[config.mk]
export PLATFORM = sky130hd
export DESIGN_NAME = alu_arbiter
export DESIGN_NICKNAME = d
export VERILOG_FILES = /design/src/rtl/alu_arbiter.sv
export SDC_FILE = /design/constraint.sdc
export NUM_CORES = 1
export LEC_CHECK = 0
export CAP_MARGIN = 25
export CORE_UTILIZATION = 36
export DETAILED_ROUTE_END_ITERATION = 8
export GPL_ROUTABILITY_DRIVEN = 1
export PLACE_DENSITY = 0.76
export SYNTH_ARGS = -nofsm -noshare
export SYNTH_HDL_FRONTEND = slang
export SYNTH_SLANG_ARGS = --single-unit
[constraint.sdc]
create_clock -name clk -period 1.5 [get_ports clk]
set_clock_uncertainty 0.05 [all_clocks]
set_input_delay 0.375 -clock clk [delete_from_list [all_inputs] [get_ports clk]]
set_output_delay 0.375 -clock clk [all_outputs]
set_load 0.03 [all_outputs]
[src/rtl/alu_arbiter.sv]
// alu_arbiter: shares one combinational 8-bit ALU between two requesters.
// Round-robin grant in IDLE, operands held on the ALU for ALU_WAIT cycles,
// result held in RESP until the consumer takes it.
//
// state | meaning
// ------+------------------------------------------------------------
// IDLE  | no operation in flight; one valid requester may be granted
// EXEC  | operands driven to the ALU; wait_cnt counts down to capture
// RESP  | rsp_data/rsp_id held with rsp_valid until rsp_ready
module alu_arbiter #(
    parameter int ALU_WAIT = 1
) (
    input  logic       clk,
    input  logic       reset,
    input  logic       req0_valid,
    output logic       req0_ready,
    input  logic [3:0] req0_opcode,
    input  logic [7:0] req0_a,
    input  logic [7:0] req0_b,
    input  logic       req1_valid,
    output logic       req1_ready,
    input  logic [3:0] req1_opcode,
    input  logic [7:0] req1_a,
    input  logic [7:0] req1_b,
    output logic [3:0] alu_opcode,
    output logic [7:0] alu_a,
    output logic [7:0] alu_b,
    input  logic [7:0] alu_zout,
    output logic       rsp_valid,
    input  logic       rsp_ready,
    output logic       rsp_id,
    output logic [7:0] rsp_data,
    output logic       busy
);

    typedef enum logic [1:0] {
        IDLE = 2'd0,
        EXEC = 2'd1,
        RESP = 2'd2
    } state_t;

    // ALU_WAIT is limited to 1..4, so the countdown fits in two bits.
    localparam logic [1:0] WAIT_INIT = 2'(ALU_WAIT - 1);

    state_t     state_q, state_d;
    logic       last_grant_q, last_grant_d;
    logic [1:0] wait_cnt_q, wait_cnt_d;
    logic [3:0] alu_opcode_q, alu_opcode_d;
    logic [7:0] alu_a_q, alu_a_d;
    logic [7:0] alu_b_q, alu_b_d;
    logic [7:0] rsp_data_q, rsp_data_d;
    logic       rsp_id_q, rsp_id_d;

    logic       grant0, grant1;
    logic       ready0, ready1;

    // Round-robin pick: on contention the requester not granted last wins.
    assign grant0 = req0_valid & (~req1_valid | last_grant_q);
    assign grant1 = req1_valid & (~req0_valid | ~last_grant_q);

    // Next-state and handshake logic; ready is forced low while reset is high.
    always_comb begin
        state_d      = state_q;
        last_grant_d = last_grant_q;
        wait_cnt_d   = wait_cnt_q;
        alu_opcode_d = alu_opcode_q;
        alu_a_d      = alu_a_q;
        alu_b_d      = alu_b_q;
        rsp_data_d   = rsp_data_q;
        rsp_id_d     = rsp_id_q;
        ready0       = 1'b0;
        ready1       = 1'b0;

        case (state_q)
            IDLE: begin
                ready0 = grant0 & ~reset;
                ready1 = grant1 & ~reset;
                if (ready0 || ready1) begin
                    alu_opcode_d = ready1 ? req1_opcode : req0_opcode;
                    alu_a_d      = ready1 ? req1_a      : req0_a;
                    alu_b_d      = ready1 ? req1_b      : req0_b;
                    rsp_id_d     = ready1;
                    last_grant_d = ready1;
                    wait_cnt_d   = WAIT_INIT;
                    state_d      = EXEC;
                end
            end
            EXEC: begin
                if (wait_cnt_q == 2'd0) begin
                    rsp_data_d = alu_zout;
                    state_d    = RESP;
                end else begin
                    wait_cnt_d = wait_cnt_q - 2'd1;
                end
            end
            RESP: begin
                if (rsp_ready) begin
                    state_d = IDLE;
                end
            end
            default: begin
                state_d = IDLE;
            end
        endcase
    end

    // State and datapath registers; reset discards any operation in flight.
    always_ff @(posedge clk) begin
        if (reset) begin
            state_q      <= IDLE;
            last_grant_q <= 1'b1;
            wait_cnt_q   <= 2'd0;
            alu_opcode_q <= 4'd0;
            alu_a_q      <= 8'd0;
            alu_b_q      <= 8'd0;
            rsp_data_q   <= 8'd0;
            rsp_id_q     <= 1'b0;
        end else begin
            state_q      <= state_d;
            last_grant_q <= last_grant_d;
            wait_cnt_q   <= wait_cnt_d;
            alu_opcode_q <= alu_opcode_d;
            alu_a_q      <= alu_a_d;
            alu_b_q      <= alu_b_d;
            rsp_data_q   <= rsp_data_d;
            rsp_id_q     <= rsp_id_d;
        end
    end

    assign req0_ready = ready0;
    assign req1_ready = ready1;
    assign alu_opcode = alu_opcode_q;
    assign alu_a      = alu_a_q;
    assign alu_b      = alu_b_q;
    assign rsp_data   = rsp_data_q;
    assign rsp_id     = rsp_id_q;
    assign rsp_valid  = (state_q == RESP);
    assign busy       = (state_q != IDLE);

endmodule

# After elaboration in Yosys (flattened, before gate mapping)
# Cells that the tools add are included.
# totals
reg_bits,34
inputBits,53
out_inout_bits,33
elab_cells,46
# classes
add_sub_neg,1
n_eq_ne,6
mux,12
bitwise,10
reduce_logical,9
# op_table
op,count
$mux 8,2
$mux 2,5
$ne 2x2->1 const B,3
$pmux 2 s3,1
$reduce_and 3->1,2
$and 1x1->1,4
$logic_not 2->1,2
$mux 4,1
$not 1->1,4
$pmux 2 s2,1
$reduce_and 2->1,2
$reduce_bool 2->1,2
$eq 2x1->1 const B,1
$eq 2x2->1 const B,1
$mux 1,2
$ne 2x1->1 const B,1
$or 1x1->1,2
$sub 2x1->2 const B,1
$logic_or 1x1->1,1

# Longest topological paths before layout
# logic_depth
ltp_word,7
mapped_depth,6
mapped_depth_nobuf,5

# Worst setup path before layout
# Ideal clock, no wire load.
# synth_path
kind,reg2out
start,register state_q[0]
end,output port req1_ready
t_arrival_ns,1.388
required_ns,1.075
slack_ns,-0.313
stages_incl_launch_ff,4
path_buffers,0
path_cell_list,dfxtp_1 nor2_4 inv_2 nor3_1
# synth_between
elab_chain_len,2
# synth_lines
element,line_no,rtl
"start, declared",45,"state_t state_q, state_d;"
"start signal, assigned",119,state_q <= state_d;
$logic_not 2->1,74,case (state_q)
$mux 1,74,
"end, declared",21,"output logic req1_ready,"
# Every way passes these cells.

# Worst setup path after layout
# Same ends and word-level chain as after synthesis.

==> flow_summary.toml <==
[clocking]
cts_tree = "yes"
h-tree-depth = 2
cts_max_path_buffers = 2
cts_sinks = 34
cts_buffers = 5
clk_pin_slew_ns = 0.06
clk_latency_ns = 0.28
root_buffer = "clkbuf_8"

[detailed_routing]
drt-pass1-iter-count = 6
ant_nets = 0
drc = 6
drt_iter0_drc = 74
vias = 1766
wirelength_mm = 4.73
wire_per_inst_um = 14.2
avgViaCountPerCell = 5.29

[yosys]
synthDistinctLibCells = 33
synthFlopType = "dfxtp_1"
syn_inst = 179
synth_warnings = 0
avgSynthCellArea_um2 = 9.65
postSynthRegisterBits = 34
synth_edf_count = 0
synth-seq-area-share_pct = 39.4
syn_nets = 233
async_flop_share_pct = 0
syn_area_um2 = 1730

[sta]
setup_violations = 3
min_period_ns = 1.67
slew_viol_final = 0
worst_pin_slew_ns = 0.327
fin_ws_ns = -0.175
slew_headroom_pct = 78.3
max_freq_ghz = 0.597
grt_setup_unrepaired = "true"
hold_viol_final = 0
period_share_pct = 112

[worst_setup_path]
crit_chain = "nor2_4 -> inv_4 -> nor3_4 -> buf_6"
rr_startpoint = "wait_cnt_q[0]"
start_kind = "flop"
path_max_fanout = 4
startpoint = "state_q[0]"
required_ns = 1.07
endpoint_kind = "primary output"
slowest_stage = "dfxtp_4"
criticalPathCategory = "reg -> out"
cp_data_arrival_time_ns = 1.25
cp_slowest_stage_delay_ns = 0.36

[final_layout]
utilization_pct = 64.8
antennaDiodeCount = 0
drive_gt1_share_pct = 22.0
syn2layout_area_growth_pct = 67.8
nets = 335

[placed_design]
pre_cts_slack_ns = -0.467
io_buffers = 85
gp_congestion = 0.736
dpl.hpwl_mm = 3.27

[hold_path]
hold_class = "reg -> reg"
hold_start = "rsp_data[4]"

[power_and_ir_drop]
ir_drop_v = 0.000392
leakage_nw = 1.23
p_per_area_nw_per_um2 = 902

[floorplan]
start_util_pct = 38.6
die_area_um2 = 5080
dieWidth_um = 71.3
ios = 86
core_area_um2 = 4470
die_h_um = 71.3
num_rows = 24

[global_route]
grt_overflow = 0
grt_pass1_wl_mm = 7.41
grt_max_degree = 26
antenna_found_initial = 0
grt_pass1_vias = 1668
grt_use_total_pct = 18.6

[outcome]
violations = "DRC, setup timing"
status = "finished, violations left"

[job]
cap_violations = 0
## through the flow
stage	total power, mW	instance area, um2	hold WS, ns	instances	TNS (ns)
finish	2.61	2900	0.440	334	-0.433
global route	2.74	2900	0.461	334	-0.616
CTS	2.62	2840	0.445	331	-0.318
detailed placement	1.80	2700	0.435	317	-10.71
global placement	1.80	2700	0.419	317	-10.50
floorplan	1.44	1740	0.392	179	-0.0446
## cell usage after synthesis, drive strengths merged (2+ instances only)
cell          number  share of area (%)
dfxtp             34                 39
a21oi             23                6.7
nand2              2               0.43
buf               12                5.7
nor3               3                1.2
nor2              10                2.6
nor2b              2               0.72
clkbuf             2               0.43
o21ai             20                5.8
inv                4               0.87
or3b              21                 11
nand2b             2                1.2
a311oi            20                 11
dlymetal6s2s       4                2.9
mux2i              8                4.6
## cells in the final DEF (no fill, tap or decap), types with 2 or more instances in the layout
| master | count |
|---|---|
| clkdlybuf4s15_1 | 3 |
| nor2b_2 | 2 |
| buf_12 | 4 |
| dlygate4sd2_1 | 29 |
| clkinv_2 | 2 |
| a311oi_2 | 5 |
| a21oi_1 | 23 |
| inv_1 | 3 |
| dfxtp_1 | 30 |
| buf_4 | 24 |
| clkdlybuf4s50_1 | 49 |
| nor2_1 | 8 |
| dfxtp_2 | 3 |
| clkbuf_8 | 5 |
| a311oi_1 | 15 |
| o21ai_0 | 20 |
| or3b_1 | 20 |
| nor3_4 | 3 |
| mux2i_1 | 8 |
| buf_6 | 5 |
## worst paths after layout
check,depth (start not counted),slack [ns],to
worst max-delay path,4,-0.17,req1_ready
worst min register to register,2,0.44,rsp_data[4]
worst max register to register,5,0.07,wait_cnt_q[1]
worst min-delay path,2,0.44,rsp_data[4]
## cell families (layout without fill, tap and decap cells)
group                    after synthesis  after routing  share of synthesized area, %
adder cells (fa/ha/maj)                1              1                         0.725
multiplexers                           8              8                          4.64
AO/OA/AOI/OAI                         70             70                          26.8
flip-flops                            34             34                          39.4
buffers and inverters                 23            126                          10.4
AND/OR/NAND/NOR                       43             43                          18.0
## report_power, final
group          leakage [nW]  switching, mW  internal, mW
sequential            0.281         0.0365         0.972
combinational         0.893          0.398         0.386
clock                0.0579          0.331         0.489
## final cells by class
cell class,instances,area [um2]
repair buffers,114,1090
multi-input cells,122,927
inverters,4,17.5
flip-flops and latches,34,688
fillers,391,1580
well taps,52,65.1
clock inverters,3,40.0
clock buffers,5,68.8
## registers in the layout, indices dropped and copies added, names as in the netlist
name          count
wait_cnt_q        2
alu_a             8
last_grant_q      1
alu_opcode        4
alu_b             8
rsp_data          8
state_q           2
rsp_id            1
## per-layer routing
metal	global-route usage, %	vias up	part of all wire [%]
met3	6.61	7	8.1
li1	-	877	-
met4	6.44	0	1.3
met1	21.5	819	41
met5	0	-	0
met2	32.0	63	49
## worst max-delay path, delay by kind of cell (launching register included)
| family | cells | cell delay (ns) |
|---|---|---|
| buf+inv | 2 | 0.22 |
| flops | 1 | 0.36 |
| simple gates | 2 | 0.38 |
## what timing repair did
action / CTS / global route
pin swaps: 9 / 9
resized for setup: 42 / 14
endpoints found under the hold margin: 0 / 0
buffers inserted: 6 / 4
hold buffers: 0 / 0
endpoints found under the setup margin: 53 / 19
(Power assumes the default switching activity.)
==> variant (same settings) <==
`rsp_data_q` no longer has a reset.
--- a/src/rtl/alu_arbiter.sv
+++ b/src/rtl/alu_arbiter.sv
@@ -113,7 +113,6 @@
             alu_opcode_q <= 4'd0;
             alu_a_q      <= 8'd0;
             alu_b_q      <= 8'd0;
-            rsp_data_q   <= 8'd0;
             rsp_id_q     <= 1'b0;
         end else begin
             state_q      <= state_d;
@@ -122,9 +121,12 @@
             alu_opcode_q <= alu_opcode_d;
             alu_a_q      <= alu_a_d;
             alu_b_q      <= alu_b_d;
-            rsp_data_q   <= rsp_data_d;
             rsp_id_q     <= rsp_id_d;
         end
+    end
+
+    always_ff @(posedge clk) begin
+        rsp_data_q <= rsp_data_d;
     end
 
     assign req0_ready = ready0;
Formal check against the unedited RTL: differs if reset is asserted again (counterexample within 4 cycles, from zero or initial values and one cycle with reset high); with reset held inactive, the same outputs for 10 cycles.
==> variant against the original RTL <==
- the run ends with setup timing left
- sequential share of layout area is 4.1 points higher
- total power is 8.4% lower
- design area is 5.1% lower
- largest cell class unchanged
- maximum frequency is 2.4% lower
- non-clock buffer count is 11 lower
- setup slack worse by 41 ps
- critical path depth is 1 higher
- register-to-register slack worse by 50 ps
- critical endpoint unchanged
- area after synthesis is 6.4% lower
- final cell count is 8.1% lower
- sequential cell count stayed put
- highest routed layer unchanged
- wire length is 2.3% higher
- sequential power is 4% higher
==> variant: results (changes against the original RTL) <==
status = finished with violations
violated checks = setup timing
Worst VDD drop = 0.442 mV (+13%)
DRT Pass-1 Iters = 4 (-2)
wire per inst = 15.8 um (+11%)
Pleak = 1.07 nW (-13%)
Distinct cells, synth = 30 (-9.1%)
layout cell share with drive strength beyond 1 = 0.191 (-0.0292)
final setup vio count = 2 (-1)
number of synthesized flops with an enable pin = 8 (+8)
DRT iter0 DRCs = 83 (+12%)
commonest cells in the netlist = dfxtp_1, a21oi_1, or3b_1
crit path from = state_q[1]
sequential area share after synthesis = 0.471 (+0.0767)
post-synthesis cell count = 162 (-9.5%)
placement-stage cell area = 2620 um^2 (-2.8%)
R2R Setup Slk = 20 ps (-50 ps)
final-stage net count = 310 (-7.5%)
compound-gate portion of the synthesized area = 0.283 (+0.0146)
Total Routing Usage GR = 0.213 (+0.0271)
NetSw = 716 uW (-6.5%)
global-route wire length before repair = 7420 um (+0.19%)
Post-Route WL = 4840 um (+2.3%)
crit path DAT = 1290 ps (+40 ps)
hold slack final = 406 ps (-33.5 ps)
gp weighted congestion = 0.745 (+1.3%)
HPWL Detailed = 3260 um (-0.27%)
pre-CTS setup slack = -508 ps (-40.7 ps)
worst setup margin = -216 ps (-41.1 ps)
vias in the first global route = 1655 (-0.78%)
==> variant: changes by cell type in the layout (fill, tap and decap cells not counted), moves of 3 or more <==
cell / delta
buf_4: -11
clkbuf_1: +3
dfxtp_1: -7
edfxtp_1: +8
mux2i_1: -8
nor2_1: -7
==> variant: what timing repair did <==
| item | 4_1_cts | 5_1_grt |
|---|---|---|
| cloned | 1 | 0 |
| setup buffers | 3 | 0 |
| setup endpoints to repair | 55 | 12 |
| gates resized for setup | 46 | 15 |
| pin swaps | 5 | 5 |
==> variant: kinds of logic after synthesis <==
logic type      after synthesis
compound gates               70
fa+ha+maj                     1
buf+inv                      22
flops                        34
simple gates                 35
==> variant: layout make-up <==
cell class	instances	area, um^2	area share
inverter	5	18.8	0.00683
sequential	34	764	0.278
timing repair buffer	103	992	0.361
clock buffer	8	80.1	0.0291
multi-input combinational	107	831	0.302
tap	50	62.6	0.0228
==> variant: worst max-delay path, stage by stage (launching register included) <==
cell and delay (ps):
dfxtp_2 330, nor2_4 140, inv_2 60, buf_6 120, nor3_4 200, buf_6 160
==> variant: power by group through the flow <==
stage	logic (mW)	clock network, mW	registers, mW
floorplan	0.250	0	1.18
global placement	0.719	0	1.06
detailed placement	0.732	0	1.06
CTS	0.711	0.645	1.05
global route	0.771	0.673	1.05
finish	0.718	0.630	1.05
==> variant: metal layers <==
| layer | track usage | vias to the layer above | wire length (um) |
|---|---|---|---|
| li1 | - | 814 | - |
| met5 | 0 | - | 0 |
| met4 | 0.0867 | 0 | 65 |
| met3 | 0.0444 | 9 | 313 |
| met2 | 0.374 | 75 | 2480 |
| met1 | 0.251 | 783 | 1980 |
